==> src/rtl/decode_issue_reg_if.sv <==
// Fetch-to-decode bundle: IF slot, hazard and control inputs, the issued ID slot and
// the fetch-side enables.
interface decode_issue_reg_if;
  logic [31:0] IF_PC;
  logic [31:0] IF_PC_PLUS_FOUR;
  logic [31:0] IF_INSTR;
  logic        FLUSH;
  logic        EXT_STALL;
  logic [4:0]  EX_RD;
  logic        EX_MEM_READ;
  logic        PC_WRITE;
  logic        LOAD_USE;
  logic [31:0] ID_PC;
  logic [31:0] ID_PC_PLUS_FOUR;
  logic [31:0] ID_INSTR;
  logic        ID_VALID;

  modport master (
    output IF_PC, IF_PC_PLUS_FOUR, IF_INSTR, FLUSH, EXT_STALL, EX_RD, EX_MEM_READ,
    input  PC_WRITE, LOAD_USE, ID_PC, ID_PC_PLUS_FOUR, ID_INSTR, ID_VALID
  );

  modport slave (
    input  IF_PC, IF_PC_PLUS_FOUR, IF_INSTR, FLUSH, EXT_STALL, EX_RD, EX_MEM_READ,
    output PC_WRITE, LOAD_USE, ID_PC, ID_PC_PLUS_FOUR, ID_INSTR, ID_VALID
  );
endinterface

==> src/rtl/decode_issue_reg.sv <==
// IF/ID boundary register: issues one instruction per cycle, parks a slot across stalls,
// inserts load-use bubbles and squashes wrong-path slots after a redirect.
module decode_issue_reg #(
  parameter logic [31:0] NOP_INSTR = 32'h0000_0013,
  parameter logic [31:0] RST_PC    = 32'h0000_0000
) (
  input logic               ID_CLK,
  input logic               ID_RESET_N,
  decode_issue_reg_if.slave bus
);

  localparam logic [1:0] ST_RUN    = 2'd0;
  localparam logic [1:0] ST_HOLD   = 2'd1;
  localparam logic [1:0] ST_SQUASH = 2'd2;

  logic [1:0]  state_q, state_d;
  logic [31:0] park_pc_q, park_pc_d;
  logic [31:0] park_pc4_q, park_pc4_d;
  logic [31:0] park_instr_q, park_instr_d;
  logic [31:0] id_pc_q, id_pc_d;
  logic [31:0] id_pc4_q, id_pc4_d;
  logic [31:0] id_instr_q, id_instr_d;
  logic        id_valid_q, id_valid_d;

  logic [31:0] cur_pc, cur_pc4, cur_instr;
  logic [6:0]  opcode;
  logic        uses_rs1, uses_rs2, load_use;

  always_comb begin
    if (state_q == ST_HOLD) begin
      cur_pc    = park_pc_q;
      cur_pc4   = park_pc4_q;
      cur_instr = park_instr_q;
    end else begin
      cur_pc    = bus.IF_PC;
      cur_pc4   = bus.IF_PC_PLUS_FOUR;
      cur_instr = bus.IF_INSTR;
    end
  end

  assign opcode   = cur_instr[6:0];
  assign uses_rs1 = !(opcode == 7'b0110111 || opcode == 7'b0010111 || opcode == 7'b1101111);
  assign uses_rs2 = (opcode == 7'b0110011 || opcode == 7'b0100011 || opcode == 7'b1100011);

  assign load_use = (state_q != ST_SQUASH) && bus.EX_MEM_READ && (bus.EX_RD != 5'd0) &&
                    ((uses_rs1 && (bus.EX_RD == cur_instr[19:15])) ||
                     (uses_rs2 && (bus.EX_RD == cur_instr[24:20])));

  // A redirect must always load the PC, even while a stall or hazard is pending.
  assign bus.LOAD_USE = load_use;
  assign bus.PC_WRITE = !(bus.EXT_STALL || load_use) || bus.FLUSH;

  always_comb begin
    state_d      = state_q;
    park_pc_d    = park_pc_q;
    park_pc4_d   = park_pc4_q;
    park_instr_d = park_instr_q;
    id_pc_d      = id_pc_q;
    id_pc4_d     = id_pc4_q;
    id_instr_d   = id_instr_q;
    id_valid_d   = id_valid_q;

    if (bus.FLUSH) begin
      id_valid_d = 1'b0;
      id_instr_d = NOP_INSTR;
      state_d    = ST_SQUASH;
    end else if (state_q == ST_SQUASH) begin
      if (!bus.EXT_STALL) begin
        id_valid_d = 1'b0;
        id_instr_d = NOP_INSTR;
      end
      state_d = ST_RUN;
    end else if (bus.EXT_STALL || load_use) begin
      if (state_q == ST_RUN) begin
        park_pc_d    = bus.IF_PC;
        park_pc4_d   = bus.IF_PC_PLUS_FOUR;
        park_instr_d = bus.IF_INSTR;
      end
      if (!bus.EXT_STALL) begin
        id_valid_d = 1'b0;
        id_instr_d = NOP_INSTR;
      end
      state_d = ST_HOLD;
    end else begin
      id_pc_d    = cur_pc;
      id_pc4_d   = cur_pc4;
      id_instr_d = cur_instr;
      id_valid_d = 1'b1;
      state_d    = ST_RUN;
    end
  end

  always_ff @(posedge ID_CLK) begin
    if (!ID_RESET_N) begin
      state_q      <= ST_SQUASH;
      park_pc_q    <= RST_PC;
      park_pc4_q   <= RST_PC + 32'd4;
      park_instr_q <= NOP_INSTR;
      id_pc_q      <= RST_PC;
      id_pc4_q     <= RST_PC + 32'd4;
      id_instr_q   <= NOP_INSTR;
      id_valid_q   <= 1'b0;
    end else begin
      state_q      <= state_d;
      park_pc_q    <= park_pc_d;
      park_pc4_q   <= park_pc4_d;
      park_instr_q <= park_instr_d;
      id_pc_q      <= id_pc_d;
      id_pc4_q     <= id_pc4_d;
      id_instr_q   <= id_instr_d;
      id_valid_q   <= id_valid_d;
    end
  end

  assign bus.ID_PC           = id_pc_q;
  assign bus.ID_PC_PLUS_FOUR = id_pc4_q;
  assign bus.ID_INSTR        = id_valid_q ? id_instr_q : NOP_INSTR;
  assign bus.ID_VALID        = id_valid_q;

endmodule

==> src/flat_wrapper.sv <==
// flat-port wrapper written by rule: the top's interface ports become plain ports
module decode_issue_reg_flat 
#(
  parameter logic [31:0] NOP_INSTR = 32'h0000_0013,
  parameter logic [31:0] RST_PC    = 32'h0000_0000
)
  (ID_CLK, ID_RESET_N, bus_IF_PC, bus_IF_PC_PLUS_FOUR, bus_IF_INSTR, bus_FLUSH, bus_EXT_STALL, bus_EX_RD, bus_EX_MEM_READ, bus_PC_WRITE, bus_LOAD_USE, bus_ID_PC, bus_ID_PC_PLUS_FOUR, bus_ID_INSTR, bus_ID_VALID);
  decode_issue_reg_if bus_i ();
  input logic ID_CLK;
  input logic ID_RESET_N;
  input wire logic [$bits(bus_i.IF_PC)-1:0] bus_IF_PC;
  input wire logic [$bits(bus_i.IF_PC_PLUS_FOUR)-1:0] bus_IF_PC_PLUS_FOUR;
  input wire logic [$bits(bus_i.IF_INSTR)-1:0] bus_IF_INSTR;
  input wire logic [$bits(bus_i.FLUSH)-1:0] bus_FLUSH;
  input wire logic [$bits(bus_i.EXT_STALL)-1:0] bus_EXT_STALL;
  input wire logic [$bits(bus_i.EX_RD)-1:0] bus_EX_RD;
  input wire logic [$bits(bus_i.EX_MEM_READ)-1:0] bus_EX_MEM_READ;
  output wire logic [$bits(bus_i.PC_WRITE)-1:0] bus_PC_WRITE;
  output wire logic [$bits(bus_i.LOAD_USE)-1:0] bus_LOAD_USE;
  output wire logic [$bits(bus_i.ID_PC)-1:0] bus_ID_PC;
  output wire logic [$bits(bus_i.ID_PC_PLUS_FOUR)-1:0] bus_ID_PC_PLUS_FOUR;
  output wire logic [$bits(bus_i.ID_INSTR)-1:0] bus_ID_INSTR;
  output wire logic [$bits(bus_i.ID_VALID)-1:0] bus_ID_VALID;
  assign bus_i.IF_PC = bus_IF_PC;
  assign bus_i.IF_PC_PLUS_FOUR = bus_IF_PC_PLUS_FOUR;
  assign bus_i.IF_INSTR = bus_IF_INSTR;
  assign bus_i.FLUSH = bus_FLUSH;
  assign bus_i.EXT_STALL = bus_EXT_STALL;
  assign bus_i.EX_RD = bus_EX_RD;
  assign bus_i.EX_MEM_READ = bus_EX_MEM_READ;
  assign bus_PC_WRITE = bus_i.PC_WRITE;
  assign bus_LOAD_USE = bus_i.LOAD_USE;
  assign bus_ID_PC = bus_i.ID_PC;
  assign bus_ID_PC_PLUS_FOUR = bus_i.ID_PC_PLUS_FOUR;
  assign bus_ID_INSTR = bus_i.ID_INSTR;
  assign bus_ID_VALID = bus_i.ID_VALID;
  decode_issue_reg #(.NOP_INSTR(NOP_INSTR), .RST_PC(RST_PC)) u_core (.ID_CLK(ID_CLK), .ID_RESET_N(ID_RESET_N), .bus(bus_i));
endmodule
==> config.mk <==
export PLATFORM = sky130hd
export DESIGN_NAME = decode_issue_reg_flat
export DESIGN_NICKNAME = d
export VERILOG_FILES = /design/src/rtl/decode_issue_reg_if.sv /design/src/rtl/decode_issue_reg.sv /design/src/flat_wrapper.sv
export SDC_FILE = /design/constraint.sdc
export NUM_CORES = 1
export LEC_CHECK = 0
export ABC_AREA = 0
export CORE_MARGIN = 8
export CORE_UTILIZATION = 50
export DETAILED_ROUTE_END_ITERATION = 12
export PLACE_DENSITY = 0.77
export SLEW_MARGIN = 10
export SYNTH_ARGS = -nofsm -noshare
export SYNTH_HDL_FRONTEND = slang
export SYNTH_SLANG_ARGS = --single-unit
==> constraint.sdc <==
create_clock -name ID_CLK -period 3.7 [get_ports ID_CLK]
set_clock_uncertainty 0.05 [all_clocks]
set_input_delay 0.555 -clock ID_CLK [delete_from_list [all_inputs] [get_ports ID_CLK]]
set_output_delay 0.555 -clock ID_CLK [all_outputs]
set_load 0.02 [all_outputs]
==> reports/metrics.cfg, run 1 <==
[final_layout]
final_area_mm2=0.0117
nets=1306
n_antenna_cell=0
drive_above_1_share_pct=11.5
syn_to_final_growth_pct=30.6
fill_cells=1430
seq_area_mm2=0.00391
multi_input_area_mm2=0.00453

[sta]
hold_viol_final=0
setup_viol_count_final=0
grt_setup_unrepaired=no
drv_slew=0
min_period_ns=3.59
whs_ns=0.397
finalCritPeriodShare_pct=97.1
slew_headroom_pct=40.9
fin_tns_setup_ns=0
fmax_mhz=278
tightest_slew_ns=0.887

[placement]
io_buffer_count=204
place_congestion=0.820
dp_hpwl_um=16300
place_area_mm2=0.0110

[power_and_ir_drop]
power.total_mw=4.74
ir_drop_mv=0.322
cellPowerDensity_mw_per_mm2=404
p_leak_nw=4.05

[synthesis]
synth.net_count=1163
synth.most_common_cell=dfxtp_1
synth_area_leader_cell=dfxtp_1
synthFlopType=dfxtp_1
syn_avg_cell_area_um2=8.48
yosys-top-cells-area=dfxtp_1, a311oi_2, a21oi_1
netlist_instances=1057
yosysTopAreaCellShare_pct=43.5
synth_async_sr_flop_share_pct=0
syn_area_mm2=0.00897
synth_edf_count=0
ys_seq_area_share_pct=43.5
yosysWarnings=0
ys_ff_latch=195
synth_cell_types=47
synth_common_cells=dfxtp_1, nand2_1, a21oi_1

[setup_path]
reg2reg_depth=10
regToRegEndpoint=u_core.bus.ID_PC_PLUS_FOUR[29]$_SDFFE_PN0P_
startpoint=bus_EX_RD[4]
path_class=in2out
critPathCaptureType=output port
r2r_setup_slack_ns=0.57
r2r-start=u_core.state_q[1]$_SDFF_PP1_
crit_path_start_kind=input pin
crit_path_max_fanout=3
crit_arrival_ns=2.99
cp_data_required_time_ns=3.09

[grt]
grt_max_degree=157
track_usage_pct=23.4
antenna_found_initial=0
grt_pass1_vias=8275
grt_pass1_wl_um=42700
grt-ovfl-total=0

[floorplan]
io_pins=205
initial_core_util_pct=50.4
rows=49
fp.dieW_um=150
core_area_mm2=0.0178
die_y_um=150
dieArea_mm2=0.0225

[min_path]
whs_path_depth=2
hp-start=u_core.id_instr_q[31]$_SDFF_PP0_
hp-class=reg2reg
min_to=u_core.id_instr_q[31]$_SDFF_PP0_

[detailed_routing]
wirelength_um=26700
drc_errors=0
dr.first_iter.drc_count=654
dr_total_vias=8433
detail-route-antenna-nets=0
dr.pass1.iters=5
wire_per_inst_um=18.5
viasPerCell=5.85

[clock_network]
cts_hold_buffers=0
cts_buffer_depth=2
cts-buffers-inserted=17
cts_tree=yes
cts_root_buffer=clkbuf_16
clk_latency_ns=0.43
cts_sinks=195
clkTransAtPathRegs_ns=0.07
cts.htree.levels=4

[run]
drv_cap=0

[status]
status=finished, final reports clean

-- where the power goes --
part	total [mW]	internal, mW	switching (mW)
sequential	2.19	2.16	0.0347
clock	1.97	1.14	0.830
combinational	0.572	0.257	0.315
-- flip-flops by register name, indices dropped and copies added, names as in the netlist --
signal and flops:
u_core.park_instr_q 32, u_core.bus.ID_VALID 1, u_core.state_q 2, u_core.park_pc_q 32, u_core.bus.ID_PC 32, u_core.park_pc4_q 32, u_core.id_instr_q 32, u_core.bus.ID_PC_PLUS_FOUR 32
-- critical path, cell delays in order --
cell             delay [ns]
clkdlybuf4s50_1        0.43
or4_1                  0.54
o21ai_2                0.16
nor3_1                 0.08
and4_4                 0.21
a21oi_4                0.13
nor2_2                 0.09
o21bai_1               0.15
clkdlybuf4s50_1        0.63
-- cell usage in the layout (no fill, tap or decap), drive strengths merged, types with 19 or more instances in the layout --
master / Yosys / final
buf: 37 / 30
dfxtp: 195 / 195
and2: 33 / 33
nand2: 164 / 164
a21oi: 161 / 161
o21ai: 127 / 127
a311oi: 63 / 63
nand3: 102 / 102
clkdlybuf4s50: 0 / 204
nor2: 19 / 19
mux2i: 28 / 28
-- worst max-delay path by stage --
stage | end | slack, ns | cells past startpoint
floorplan | bus_PC_WRITE | 0.56 | 9
global placement | u_core.bus.ID_PC_PLUS_FOUR[24]$_SDFFE_PN0P_ | 0.07 | 10
detailed placement | u_core.bus.ID_PC_PLUS_FOUR[27]$_SDFFE_PN0P_ | 0.07 | 10
CTS | bus_LOAD_USE | 0.03 | 7
global route | bus_PC_WRITE | 0.01 | 8
finish | bus_PC_WRITE | 0.11 | 9
-- metrics by stage --
step / std cells / utilization (%) / worst slack (ns)
finish: 1442 / 65.9 / 0.109
global route: 1442 / 65.9 / 0.0128
CTS: 1439 / 65.6 / 0.0342
detailed placement: 1407 / 62.1 / 0.0722
global placement: 1407 / 62.1 / 0.0694
floorplan: 1057 / - / 0.558
-- area by class of cell --
type                       count  share of cell area, %
tap                          229                   2.45
timing repair buffer         234                   20.0
inverter                       3                  0.139
sequential                   195                   33.4
clock buffer                  18                   3.66
multi-input combinational    749                   38.7
clock inverter                14                   1.69
-- per-layer routing --
layer | vias to the layer above | part of all wire (%) | track usage, %
met1 | 4023 | 43 | 29.9
met4 | 0 | 2.1 | 8.60
met3 | 44 | 7.0 | 5.26
li1 | 4059 | - | -
met2 | 307 | 47 | 37.8
met5 | - | 0 | 0
-- kinds of logic after synthesis --
kind of cell | after synthesis | synth area share [%]
AND/OR/NAND/NOR | 346 | 18.1
multiplexers | 28 | 3.13
XOR/XNOR | 7 | 0.684
buffers and inverters | 113 | 6.59
AO/OA/AOI/OAI | 368 | 28.0
flip-flops | 195 | 43.5
-- repair_timing --
action / 4_1_cts / 5_1_grt
gates cloned: 0 / 0
resized for setup: 1 / 6
setup buffers: 0 / 3
pin swaps: 0 / 0
endpoints found under the setup margin: 2 / 2
No activity file was read; power rests on OpenSTA's default activity.
==> run 2: changes to the inputs <==
==> constraint.sdc (replaced) <==
create_clock -name ID_CLK -period 4.39 [get_ports ID_CLK]
set_clock_uncertainty 0.05 [all_clocks]
set_input_delay 0.6585 -clock ID_CLK [delete_from_list [all_inputs] [get_ports ID_CLK]]
set_output_delay 0.6585 -clock ID_CLK [all_outputs]
set_load 0.02 [all_outputs]
==> run 2 against run 1 <==
Compared with the run above:
- sequential power shrank 16%
- worst hold slack gained 0.0026 ns
- via count shrank 1.9%
==> reports/metrics.cfg, run 2 (same netlist as run 1, synthesis figures left out) <==
[status]
status=finished, final reports clean

[floorplan]
die_y_um=150
core_area_mm2=0.0178
initial_core_util_pct=50.4
fp.dieW_um=150
dieArea_mm2=0.0225
io_pins=205
rows=49

[setup_path]
cp_data_required_time_ns=3.68
crit_path_max_fanout=24
reg2reg_depth=8
path_class=reg2out
critPathCaptureType=output port
crit_arrival_ns=3.42
crit_path_start_kind=flop

[clock_network]
cts_tree=yes
clkTransAtPathRegs_ns=0.07
cts_buffer_depth=2
cts_resized=0
cts_root_buffer=clkbuf_16
cts.htree.levels=4
cts-buffers-inserted=17
post_cts_buffers=0
cts_sinks=195
clk_latency_ns=0.43
cts_hold_buffers=0

[sta]
slew_headroom_pct=29.2
hold_viol_final=0
tightest_slew_ns=1.06
grt_setup_unrepaired=no
setup_viol_count_final=0
finalCritPeriodShare_pct=94.1
min_period_ns=4.13
drv_slew=0
fin_tns_setup_ns=0
fmax_mhz=242

[min_path]
whs_path_depth=2
hp-class=reg2reg

[detailed_routing]
wire_per_inst_um=18.3
wirelength_um=26200
dr.pass1.iters=5
dr_total_vias=8276
detail-route-antenna-nets=0
viasPerCell=5.78
dr.first_iter.drc_count=630
drc_errors=0

[placement]
place_congestion=0.836
io_buffer_count=204
dp_hpwl_um=16300

[final_layout]
drive_above_1_share_pct=10.1
fill_cells=1535
final_common_cell=clkdlybuf4s50_1
nets=1296
fin_util_pct=64.8
layout_common_cells=clkdlybuf4s50_1, dfxtp_1, nand2_1, a21oi_1, o21ai_0
n_antenna_cell=0
syn_to_final_growth_pct=28.6

[power_and_ir_drop]
cellPowerDensity_mw_per_mm2=332
ir_drop_mv=0.260
p_leak_nw=3.98

[grt]
grt_pass1_vias=8040
grt_max_degree=90
grt_pass1_wl_um=42200
track_usage_pct=23.1
antenna_found_initial=0
grt-ovfl-total=0

[run]
drv_cap=0

## run 2: changes by cell type in the layout (fill, tap and decap cells not counted), moves of 3 or more
cell	before	now
buf_4	23	17
buf_12	6	3
bufinv_16	4	1
clkbuf_8	0	3
clkinv_4	1	4
mux2i_1	25	28
mux2i_2	3	0
## run 2: per-stage QoR
| step | instance area [µm²] | std cells | hold WS, ns | worst slack [ns] | power [mW] |
|---|---|---|---|---|---|
| 2_1_floorplan | 8970 | 1057 | 0.367 | 1.04 | 2.14 |
| 3_3_place_gp | 11000 | 1400 | 0.378 | 0.466 | 2.35 |
| 3_5_place_dp | 11000 | 1400 | 0.389 | 0.431 | 2.36 |
| 4_1_cts | 11500 | 1432 | 0.406 | 0.284 | 3.85 |
| 5_1_grt | 11500 | 1432 | 0.432 | 0.112 | 3.97 |
| 6_report | 11500 | 1432 | 0.399 | 0.259 | 3.83 |
## run 2: final timing paths
check / slack (ns) / start / end
worst min-delay path: 0.40 / u_core.id_instr_q[31]$_SDFF_PP0_ / u_core.id_instr_q[31]$_SDFF_PP0_
worst min register to register: 0.40 / u_core.id_instr_q[31]$_SDFF_PP0_ / u_core.id_instr_q[31]$_SDFF_PP0_
worst max register to register: 1.00 / u_core.state_q[1]$_SDFF_PP1_ / u_core.park_pc_q[18]$_SDFFE_PN0P_
worst max-delay path: 0.26 / u_core.state_q[1]$_SDFF_PP1_ / bus_LOAD_USE
## run 2: final cells by class
| class | count | area, µm² | share of cell area, % |
|---|---|---|---|
| repair buffers | 224 | 2230 | 19.3 |
| flip-flops and latches | 195 | 3900 | 33.9 |
| clock buffers | 23 | 478 | 4.15 |
| clock inverters | 9 | 95.1 | 0.825 |
| inverters | 3 | 16.3 | 0.141 |
| multi-input cells | 749 | 4520 | 39.2 |
| well taps | 229 | 287 | 2.49 |
## run 2: where the power goes
part / switching, mW / internal (mW) / leakage, nW
Clock: 0.675 / 0.835 / 0.278
Combinational: 0.259 / 0.210 / 2.12
Sequential: 0.0302 / 1.82 / 1.58
Total: 0.964 / 2.86 / 3.98
## run 2: layer usage
metal | global-route usage (%) | up-vias | share of wire (%)
met5 | 0 | - | 0
met4 | 7.35 | 0 | 1.7
met3 | 4.45 | 28 | 6.1
met2 | 38.2 | 261 | 48
met1 | 29.7 | 3946 | 44
li1 | - | 4041 | -
## run 2: critical path: stages (launching register included)
cell             delay (ns)
dfxtp_1                0.51
nand2b_4               0.42
buf_4                  0.38
a31oi_1                0.18
nor3_1                 0.22
and4_4                 0.29
a21oi_4                0.05
nor2_1                 0.28
clkdlybuf4s50_1        0.67
==> run 3: changes to the inputs <==
--- a/config.mk
+++ b/config.mk
@@ -6,9 +6,10 @@
 export NUM_CORES = 1
 export LEC_CHECK = 0
 export ABC_AREA = 0
-export CORE_MARGIN = 8
+export CORE_MARGIN = 4
 export CORE_UTILIZATION = 50
 export DETAILED_ROUTE_END_ITERATION = 12
+export HOLD_SLACK_MARGIN = 0.03
 export PLACE_DENSITY = 0.77
 export SLEW_MARGIN = 10
 export SYNTH_ARGS = -nofsm -noshare
==> constraint.sdc (replaced) <==
create_clock -name ID_CLK -period 4.4 [get_ports ID_CLK]
set_clock_uncertainty 0.05 [all_clocks]
set_input_delay 0.66 -clock ID_CLK [delete_from_list [all_inputs] [get_ports ID_CLK]]
set_output_delay 0.66 -clock ID_CLK [all_outputs]
set_load 0.02 [all_outputs]
==> run 3 against run 2 <==
Compared with the run above:
- non-clock buffer count is 3 lower
- first-iteration DRC count is 6.5% higher
- total power is 1.8% lower
- flip-flop and latch count unchanged
- worst hold slack got worse by 0.0044 ns
- core utilization rose by 1.0 points
- cell area fell by 0.48%
- combinational power hardly changed
- register-to-register slack worse by 0.03 ns
- critical path depth grew 1
- clock-buffer cell count fell by 3
==> reports/metrics.cfg, run 3 (same netlist as run 1, synthesis figures left out) <==
[status]
status=finished, final reports clean

[floorplan]
rows=48
fp.dieW_um=142
core_area_mm2=0.0174
die_y_um=142
dieArea_mm2=0.0201
initial_core_util_pct=51.5
io_pins=205

[detailed_routing]
dr.pass1.iters=5
detail-route-antenna-nets=0
dr_total_vias=8421
viasPerCell=5.91
drc_errors=0
dr.first_iter.drc_count=671
wire_per_inst_um=18.1
wirelength_um=25700

[final_layout]
seq_area_mm2=0.00390
fill_cells=1505
n_antenna_cell=0
final_area_mm2=0.0115
final_common_cell=clkdlybuf4s50_1
layout_common_cells=clkdlybuf4s50_1, dfxtp_1, nand2_1, a21oi_1, o21ai_0
syn_to_final_growth_pct=27.9
drive_above_1_share_pct=10.0
multi_input_area_mm2=0.00452
nets=1293

[placement]
place_ws_ns=0.431
place_congestion=0.830
dp_hpwl_um=15500
io_buffer_count=204
place_area_mm2=0.0109

[setup_path]
cp_data_required_time_ns=3.69
reg2reg_depth=10
crit_arrival_ns=3.32
crit_path_max_fanout=24
critPathCaptureType=output port
path_class=reg2out
crit_path_start_kind=flop

[power_and_ir_drop]
p_leak_nw=3.94
seq_power_share_pct=49.1
combPwrFrac_pct=12.4
switching_power_mw=0.989
cellPowerDensity_mw_per_mm2=328
switching_share_pct=26.3
clkPwrFrac_pct=38.5
ir_drop_mv=0.276
power.internal_mw=2.77

[clock_network]
post_cts_buffers=0
cts_root_buffer=clkbuf_16
clkTransAtPathRegs_ns=0.07
cts-buffers-inserted=17
cts_buffer_depth=2
cts.htree.levels=4
cts_sinks=195
cts_hold_buffers=0
clk_latency_ns=0.43
cts_resized=0
cts_tree=yes

[sta]
fin_tns_setup_ns=0
hold_viol_final=0
finalCritPeriodShare_pct=91.5
tightest_slew_ns=1.12
fmax_mhz=248
min_period_ns=4.03
drv_slew=0
setup_viol_count_final=0
fin_ws_ns=0.372
slew_headroom_pct=25.6
grt_setup_unrepaired=no

[grt]
grt_pass1_vias=7937
antenna_found_initial=0
grt_pass1_wl_um=40900
track_usage_pct=24.7
grt-ovfl-total=0
grt_max_degree=97

[run]
drv_cap=0

[min_path]
hp-class=reg2reg
whs_path_depth=2

run 3: cell count changes in the layout (fill, tap and decap cells not counted), sizes merged:
cell      delta
clkinvlp     +4
buf          -3
clkbuf       -3
bufinv       -1
clkinv       -1
inv          +1
run 3: area by class of cell:
class	count	share of cell area (%)
tap	225	2.45
inverter	3	0.142
clock buffer	20	3.89
multi-input combinational	749	39.4
clock inverter	12	0.905
timing repair buffer	221	19.1
sequential	195	34.0
run 3: layer usage:
layer / vias to the layer above / routed length [µm] / global-route usage [%]
met5: - / 0 / 0
met4: 0 / 411 / 8.23
met3: 30 / 1640 / 3.64
li1: 4031 / - / -
met2: 298 / 12500 / 40.7
met1: 4062 / 11200 / 33.4
run 3: per-stage QoR:
stage          utilization, %  hold slack (ns)  instances  total power, mW
3_3_place_gp             62.7            0.377       1393             2.34
6_report                 65.9            0.395       1425             3.76
3_5_place_dp             62.7            0.387       1393             2.35
4_1_cts                  65.9            0.403       1425             3.78
2_1_floorplan               -            0.367       1057             2.14
5_1_grt                  65.9            0.422       1425             3.89
run 3: path summary, 6_finish.rpt:
path                                        to  slack [ns]                             start
max reg2reg  u_core.bus.ID_PC[16]$_SDFFE_PN0P_        0.97      u_core.state_q[1]$_SDFF_PP1_
min reg2reg   u_core.id_instr_q[31]$_SDFF_PP0_        0.39  u_core.id_instr_q[31]$_SDFF_PP0_
max                               bus_PC_WRITE        0.37      u_core.state_q[1]$_SDFF_PP1_
min           u_core.id_instr_q[31]$_SDFF_PP0_        0.39  u_core.id_instr_q[31]$_SDFF_PP0_
run 3: critical path, cell delays in order (launching register included):
cell and delay (ns):
dfxtp_1 0.50, nand2b_4 0.29, buf_4 0.37, a31oi_1 0.20
nor3_1 0.23, and4_4 0.30, a21oi_4 0.04, nor2_1 0.28
o21bai_1 0.12, clkdlybuf4s50_1 0.56
run 3: power groups by stage:
stage | logic, mW | clock network, mW | registers (mW)
6_report | 0.467 | 1.45 | 1.85
5_1_grt | 0.502 | 1.53 | 1.85
4_1_cts | 0.466 | 1.47 | 1.84
3_5_place_dp | 0.464 | 0 | 1.89
3_3_place_gp | 0.460 | 0 | 1.88
2_1_floorplan | 0.230 | 0 | 1.91
